[src/rtl/div_unit.sv]
// Multi-cycle radix-2 restoring divider (DIV/DIVU) for the EX stage; returns {remainder, quotient}.
// Optional feature: define DIV_EARLY_OUT_EN to finish immediately when |a| < |b|.
module div_unit #(
    parameter int WIDTH = 32
) (
    input  logic               clock,
    input  logic               reset,
    input  logic               start,
    input  logic               signed_div,
    input  logic [WIDTH-1:0]   operand_a,
    input  logic [WIDTH-1:0]   operand_b,
    input  logic               cancel,
    output logic [2*WIDTH-1:0] result,
    output logic               ready,
    output logic               stall_request
);

    localparam int CW = $clog2(WIDTH);

    localparam logic [1:0] S_IDLE    = 2'b00;
    localparam logic [1:0] S_BY_ZERO = 2'b01;
    localparam logic [1:0] S_ON      = 2'b10;
    localparam logic [1:0] S_END     = 2'b11;

    logic [1:0]         r_state;
    logic [CW-1:0]      r_count;
    logic [WIDTH-1:0]   r_dividend;
    logic [WIDTH-1:0]   r_divisor;
    logic [WIDTH-1:0]   r_rem;
    logic [WIDTH-1:0]   r_quot;
    logic               r_neg_q;
    logic               r_neg_r;
    logic [2*WIDTH-1:0] r_result;
    logic               r_ready;

    logic               w_a_neg;
    logic               w_b_neg;
    logic [WIDTH-1:0]   w_a_abs;
    logic [WIDTH-1:0]   w_b_abs;
    logic [WIDTH:0]     w_trial;
    logic               w_qbit;
    logic [WIDTH-1:0]   w_rem_next;
    logic [WIDTH-1:0]   w_quot_next;
    logic [WIDTH-1:0]   w_rem_fix;
    logic [WIDTH-1:0]   w_quot_fix;

    assign result        = r_result;
    assign ready         = r_ready;
    assign stall_request = start & ~r_ready & ~cancel & ~reset;

    // Operand magnitudes for the accepting edge
    always_comb begin
        w_a_neg = signed_div & operand_a[WIDTH-1];
        w_b_neg = signed_div & operand_b[WIDTH-1];
        if (w_a_neg) begin
            w_a_abs = {WIDTH{1'b0}} - operand_a;
        end else begin
            w_a_abs = operand_a;
        end
        if (w_b_neg) begin
            w_b_abs = {WIDTH{1'b0}} - operand_b;
        end else begin
            w_b_abs = operand_b;
        end
    end

    // One restoring step; the trial's top bit is its sign since it never exceeds the divisor
    always_comb begin
        w_trial = {r_rem, r_dividend[WIDTH-1]} - {1'b0, r_divisor};
        w_qbit  = ~w_trial[WIDTH];
        if (w_qbit) begin
            w_rem_next = w_trial[WIDTH-1:0];
        end else begin
            w_rem_next = {r_rem[WIDTH-2:0], r_dividend[WIDTH-1]};
        end
        w_quot_next = {r_quot[WIDTH-2:0], w_qbit};
        if (r_neg_q) begin
            w_quot_fix = {WIDTH{1'b0}} - w_quot_next;
        end else begin
            w_quot_fix = w_quot_next;
        end
        if (r_neg_r) begin
            w_rem_fix = {WIDTH{1'b0}} - w_rem_next;
        end else begin
            w_rem_fix = w_rem_next;
        end
    end

    // Control FSM and datapath registers; cancel overrides start and completion
    always_ff @(posedge clock or posedge reset) begin
        if (reset) begin
            r_state    <= S_IDLE;
            r_count    <= {CW{1'b0}};
            r_dividend <= {WIDTH{1'b0}};
            r_divisor  <= {WIDTH{1'b0}};
            r_rem      <= {WIDTH{1'b0}};
            r_quot     <= {WIDTH{1'b0}};
            r_neg_q    <= 1'b0;
            r_neg_r    <= 1'b0;
            r_result   <= {(2*WIDTH){1'b0}};
            r_ready    <= 1'b0;
        end else if (cancel) begin
            r_state  <= S_IDLE;
            r_count  <= {CW{1'b0}};
            r_result <= {(2*WIDTH){1'b0}};
            r_ready  <= 1'b0;
        end else begin
            case (r_state)
                S_IDLE: begin
                    if (start) begin
                        if (operand_b == {WIDTH{1'b0}}) begin
                            r_state <= S_BY_ZERO;
`ifdef DIV_EARLY_OUT_EN
                        end else if (w_a_abs < w_b_abs) begin
                            r_state  <= S_END;
                            r_result <= {operand_a, {WIDTH{1'b0}}};
                            r_ready  <= 1'b1;
`endif
                        end else begin
                            r_state    <= S_ON;
                            r_dividend <= w_a_abs;
                            r_divisor  <= w_b_abs;
                            r_rem      <= {WIDTH{1'b0}};
                            r_quot     <= {WIDTH{1'b0}};
                            r_neg_q    <= w_a_neg ^ w_b_neg;
                            r_neg_r    <= w_a_neg;
                            r_count    <= {CW{1'b0}};
                        end
                    end else begin
                        r_state <= S_IDLE;
                    end
                end
                S_BY_ZERO: begin
                    r_result <= {(2*WIDTH){1'b0}};
                    if (start) begin
                        r_state <= S_END;
                        r_ready <= 1'b1;
                    end else begin
                        r_state <= S_IDLE;
                        r_ready <= 1'b0;
                    end
                end
                S_ON: begin
                    if (!start) begin
                        r_state  <= S_IDLE;
                        r_count  <= {CW{1'b0}};
                        r_result <= {(2*WIDTH){1'b0}};
                        r_ready  <= 1'b0;
                    end else begin
                        r_rem      <= w_rem_next;
                        r_quot     <= w_quot_next;
                        r_dividend <= {r_dividend[WIDTH-2:0], 1'b0};
                        r_count    <= r_count + {{(CW-1){1'b0}}, 1'b1};
                        if (r_count == CW'(WIDTH - 1)) begin
                            r_state  <= S_END;
                            r_result <= {w_rem_fix, w_quot_fix};
                            r_ready  <= 1'b1;
                        end else begin
                            r_state <= S_ON;
                        end
                    end
                end
                S_END: begin
                    if (!start) begin
                        r_state  <= S_IDLE;
                        r_count  <= {CW{1'b0}};
                        r_result <= {(2*WIDTH){1'b0}};
                        r_ready  <= 1'b0;
                    end else begin
                        r_state <= S_END;
                    end
                end
                default: begin
                    r_state  <= S_IDLE;
                    r_result <= {(2*WIDTH){1'b0}};
                    r_ready  <= 1'b0;
                end
            endcase
        end
    end

endmodule

[config.mk]
export PLATFORM = sky130hd
export DESIGN_NAME = div_unit
export DESIGN_NICKNAME = d
export VERILOG_FILES = /design/src/rtl/div_unit.sv
export SDC_FILE = /design/constraint.sdc
export NUM_CORES = 1
export LEC_CHECK = 0
export CORE_MARGIN = 3
export CORE_UTILIZATION = 40
export CTS_CLUSTER_DIAMETER = 50
export CTS_CLUSTER_SIZE = 10
export DETAILED_ROUTE_END_ITERATION = 10
export HOLD_SLACK_MARGIN = 0.12
export SYNTH_ARGS = -nofsm -noshare
export SYNTH_HDL_FRONTEND = slang
export SYNTH_SLANG_ARGS = --single-unit
[constraint.sdc]
create_clock -name clock -period 7.01 [get_ports clock]
set_input_delay 1.402 -clock clock [delete_from_list [all_inputs] [get_ports clock]]
set_output_delay 1.402 -clock clock [all_outputs]
set_load 0.02 [all_outputs]
==> qor.yml, run 1 <==
cp_slowest_stage_delay_ps: 540
crit_buf_inv: 2
worst_setup_path_end_kind: "flop"
power.switching_mw: 1.06
netlist_instances: 1695
grt_pass1_wl_um: 63400
dp_hpwl_um: 29500
top_layer_used: "met4"
drtAntennaViolNets: 0
status: "finished clean"
ys_seq_area_share_pct: 36.7
die_h_um: 191
worstMarginPinSlew_ps: 1090
tns_ps: 0
root_buffer: "clkbuf_16"
drtIter0Drc: 810
overflow: 0
core_um2: 33700
post_cts_buffers: 0
cts_htree_levels: 1
fp-row-count: 67
async_flop_share_pct: 100
routed-wl-met2_um: 17100
finalMaxSlewViolations: 0
grt_pass1_vias: 11700
cts_resized: 0
dr_wl_met3_um: 2320
critPathRequiredTime_ps: 7420
initial_core_util_pct: 40.7
hp-class: "flop to flop"
relSlewSlack_pct: 26.8
insertedDiodeCount: 0
powerDensity_nw_per_um2: 205
fin_ws_ps: 1290
drv_cap: 0
drt-pass1-iter-count: 5
netlist_area_um2: 13700
route.vias.total: 12400
cp_top_family: "compound AO/OA/AOI/OAI gates"
worstSetupPathType: "flop to flop"
worst_ep_arrival_time_ps: 6130
p_clk_share_pct: 37.9
fin_crit_sh_pct: 81.6
vdd_drop_max_uv: 158
period_needed_ps: 5720
synth_warnings: 0
synth_top_flop_cell: "dfrtp_1"
synth_edf_count: 0
critical_path.max_fanout: 44
switching_share_pct: 32.1
post_synth.cell_area_avg_um2: 8.09
p_int_mw: 2.24
gp_congestion: 0.923
preCtsSetupSlack_ps: 1210
finalSetupViolations: 0
drcViolationCount: 0
grt_use_total_pct: 21.3
dieArea_um2: 36600
drive_gt1_share_pct: 4.94
mostFrequentLayoutCells: "nand2_1, o21ai_0, dfrtp_1"
die_width_um: 191
rsz0062_at_grt: "false"
p_comb_share_pct: 22.9
area_growth_pct: 17.6
syn-num-nets: 1806
clock_path_buffers: 3
antenna_found_initial: 0
wl_per_cell_um: 17.6
power_frac_seq_pct: 39.3
crit_path_top_delay_cell: "a211oi_2"
holdWs_ps: 474
port_buffers: 134
grt_max_degree: 103
p_leak_nw: 6.73
vias_per_cell: 5.57
layout_commonest_cell: "nand2_1"
cp_cell_sequence: "ha_1, nand2_1, o21ai_0, a22oi_1, a211oi_2, nor3_2, nor2_4, inv_2, buf_4, a21oi_1, ha_1, nand3b_1, or2_2, mux2_2, o21a_1, o41ai_2, xnor2_1, o21ai_0"
io_pins: 135
cts_sinks: 201
ctsHoldBuffers: 0
synth.distinct_cells: 80
yosys_register_bits: 201
max_freq_mhz: 175
tritoncts: "built"
m1WireLength_um: 19300
totalWireLength_um: 39300
insertion_delay_ps: 560
fin_worst_skew_ps: 26.2
cp-start-kind: "flop"
cts.clk_slew.worst_paths_ps: 60
final_nets: 1882
post-route-util_pct: 47.9
hold_viol: 0
cts_buffers: 27
total_power_mw: 3.30
==> power by group through the flow <==
stage	clock network (mW)	registers [mW]	logic (mW)
after floorplan	0	1.29	0.536
after global placement	0	1.32	0.744
after detailed placement	0	1.32	0.750
after CTS	1.28	1.30	0.753
after global routing	1.33	1.31	0.845
final	1.25	1.30	0.755
==> flip-flops by register name, indices dropped and copies added, names as in the netlist <==
name / flops
r_rem: 32
r_neg_r: 1
r_divisor: 32
r_dividend: 32
ready: 1
r_state: 2
r_quot: 31
result: 64
r_neg_q: 1
r_count: 5
==> routing by layer <==
metal | GRT usage [%] | vias to the layer above
met1 | 32.7 | 5896
met3 | 2.29 | 34
met2 | 32.7 | 337
met4 | 3.98 | 0
li1 | - | 6149
met5 | 0 | -
==> layout make-up <==
cell class / instances / area, um^2
clock buffer: 28 / 679
clock inverter: 10 / 103
fill: 3338 / 17600
inverter: 59 / 229
multi-input combinational: 1338 / 8100
sequential: 201 / 5030
tap: 448 / 561
timing repair buffer: 144 / 1430
==> cells in the mapped netlist (17+ instances only) <==
| library cell | number | area (um^2) |
|---|---|---|
| clkbuf_1 | 73 | 274 |
| o21ai_0 | 212 | 1060 |
| nor3_1 | 30 | 150 |
| buf_2 | 19 | 95.1 |
| a21oi_1 | 116 | 581 |
| ha_1 | 41 | 513 |
| nor2_1 | 132 | 495 |
| mux2i_1 | 28 | 280 |
| xor2_1 | 77 | 674 |
| nand2b_1 | 17 | 106 |
| o31ai_1 | 46 | 345 |
| inv_1 | 57 | 214 |
| nand3_1 | 18 | 90.1 |
| dfrtp_1 | 201 | 5030 |
| or3_1 | 19 | 119 |
| a22o_1 | 27 | 236 |
| nand2_1 | 283 | 1060 |
| xnor2_1 | 59 | 517 |
| nor4_1 | 17 | 106 |
==> cells by family after synthesis <==
kind of cell,Yosys count,share of synthesized area [%]
adders and majority gates,42,3.89
buffers and inverters,156,4.55
and+or+nand+nor,605,20.3
muxes,34,2.54
AOI/OAI and AO/OA,521,23.4
DFF,201,36.7
xor gates and xnor gates,136,8.68
==> metrics by stage <==
step	cell area, um^2	std cells
finish	16100	2228
CTS	16100	2228
detailed placement	15400	2190
global placement	15400	2190
global route	16100	2228
floorplan	13700	1695
==> worst reg2reg max path, cell delays in order, from the launching register on <==
cell and delay (ps):
dfrtp_1 490, ha_1 460, nand2_1 100, o21ai_0 530, a22oi_1 220, a211oi_2 540, nor3_2 230, nor2_4 160
inv_2 70, buf_4 270, a21oi_1 450, ha_1 300, nand3b_1 110, or2_2 330, mux2_2 340, o21a_1 270
o41ai_2 390, xnor2_1 220, o21ai_0 110
==> path summary, 6_finish.rpt <==
| kind | end | from | depth (start not counted) | slack (ps) |
|---|---|---|---|---|
| setup / recovery | result[58]$_DFFE_PP0P_ | r_rem[9]$_DFFE_PP0P_ | 18 | 1290 |
| hold / removal | result[63]$_DFFE_PP0P_ | result[63]$_DFFE_PP0P_ | 2 | 470 |
| setup reg to reg | result[58]$_DFFE_PP0P_ | r_rem[9]$_DFFE_PP0P_ | 18 | 1290 |
| hold reg to reg | result[63]$_DFFE_PP0P_ | result[63]$_DFFE_PP0P_ | 2 | 470 |
| max in group asynchronous | r_rem[26]$_DFFE_PP0P_ | reset | 3 | 4390 |
| min in group asynchronous | result[29]$_DFFE_PP0P_ | reset | 2 | 1390 |
(Power assumes the default switching activity.)
==> inputs of run 2 (changes only) <==
- clock period: 7.01 -> 5.2 ns (I/O delays scaled with it)
==> qor.yml, run 2 (synthesized netlist as in run 1, its figures left out) <==
cts_sinks: 201
cts.clk_slew.worst_paths_ps: 50
antenna_found_initial: 0
fin_crit_sh_pct: 91.9
clock_path_buffers: 3
cts_htree_levels: 1
dieArea_um2: 36600
vdd_drop_max_uv: 241
period_needed_ps: 4780
port_buffers: 134
wl_per_cell_um: 18.0
initial_core_util_pct: 40.7
grt.busiest_layer: "met2"
route.vias.total: 12600
rsz0062_at_grt: "false"
post_cts_buffers: 0
cp-start-kind: "flop"
fp-row-count: 67
grt_use_total_pct: 22.1
ctsHoldBuffers: 0
drtAntennaViolNets: 0
cts_buffers: 29
drt-pass1-iter-count: 5
relSlewSlack_pct: 15.7
worst_setup_path_end_kind: "flop"
final_nets: 1916
powerDensity_nw_per_um2: 283
area_growth_pct: 20.5
final_cells: 2269
grt_pass1_vias: 11900
use_met2_pct: 33.9
max_freq_mhz: 209
fin_area_um2: 16500
finalMaxSlewViolations: 0
layout_commonest_cell: "nand2_1"
tritoncts: "built"
drive_gt1_share_pct: 6.92
insertedDiodeCount: 0
post_dp_cell_area_um2: 15600
largest_register_ffs: 64
drtIter0Drc: 829
critPathRequiredTime_ps: 5580
fin_worst_skew_ps: 23.3
root_buffer: "clkbuf_16"
dp_hpwl_um: 31000
use_met1_pct: 33.7
totalWireLength_um: 40800
placed_cells: 2222
tns_ps: 0
finalSetupViolations: 0
mostFrequentLayoutCells: "nand2_1, o21ai_0, dfrtp_1"
die_h_um: 191
worstMarginPinSlew_ps: 1260
grt_max_degree: 98
insertion_delay_ps: 560
drv_cap: 0
drcViolationCount: 0
worstSetupPathType: "flop to flop"
total_power_mw: 4.68
p_leak_nw: 6.95
core_um2: 33700
overflow: 0
preCtsSetupSlack_ps: 372
hp-class: "flop to flop"
critical_path.max_fanout: 4
vias_per_cell: 5.55
cts_resized: 0
worst_ep_arrival_time_ps: 5160
hold_viol: 0
fin_ws_ps: 419
post-route-util_pct: 49.0
holdWs_ps: 473
grt_pass1_wl_um: 65700
io_pins: 135
gp_congestion: 0.922
grt_use_met3_pct: 2.59
status: "finished clean"
die_width_um: 191
## run 2: cell count changes in the layout (fill, tap and decap cells not counted), sizes merged
cell,previous run,this run
buf,10,42
clkbuf,28,38
clkinv,7,5
inv,59,60
## run 2: routing by layer
layer	routed length [um]	share of wire [%]
met1	20000	49
met2	17700	43
met3	2390	5.9
met4	692	1.7
met5	0	0
## run 2: area by class of cell
| cell class | count | area (um^2) |
|---|---|---|
| fillers | 3312 | 17200 |
| multi-input cells | 1338 | 8100 |
| flip-flops and latches | 201 | 5030 |
| repair buffers | 176 | 1690 |
| clock buffers | 38 | 810 |
| well taps | 448 | 561 |
| inverters | 59 | 225 |
| clock inverters | 9 | 106 |
## run 2: power by group
group	internal (mW)	switching (mW)	total (mW)
logic	0.390	0.682	1.07
registers	1.68	0.0706	1.75
clock network	1.14	0.719	1.86
## run 2: worst max-delay path, cell delays in order (launching register included)
cell,delay [ps]
dfrtp_1,370
inv_1,50
ha_1,150
inv_1,50
fa_1,410
a211oi_1,280
o21ai_1,160
buf_4,170
a21oi_1,150
xor2_1,440
o211ai_1,290
nor4_1,610
a31oi_1,290
nor3b_1,550
a41oi_1,220
xor2_1,300
o21ai_0,130
## run 2: worst paths after layout
check	startpoint	end	slack, ps	depth (start not counted)
setup / recovery	r_dividend[31]$_DFFE_PP0P_	result[63]$_DFFE_PP0P_	420	16
hold / removal	result[28]$_DFFE_PP0P_	result[28]$_DFFE_PP0P_	470	2
setup reg to reg	r_dividend[31]$_DFFE_PP0P_	result[63]$_DFFE_PP0P_	420	16
hold reg to reg	result[28]$_DFFE_PP0P_	result[28]$_DFFE_PP0P_	470	2
max in group asynchronous	reset	result[49]$_DFFE_PP0P_	3150	3
min in group asynchronous	reset	result[41]$_DFFE_PP0P_	1050	2
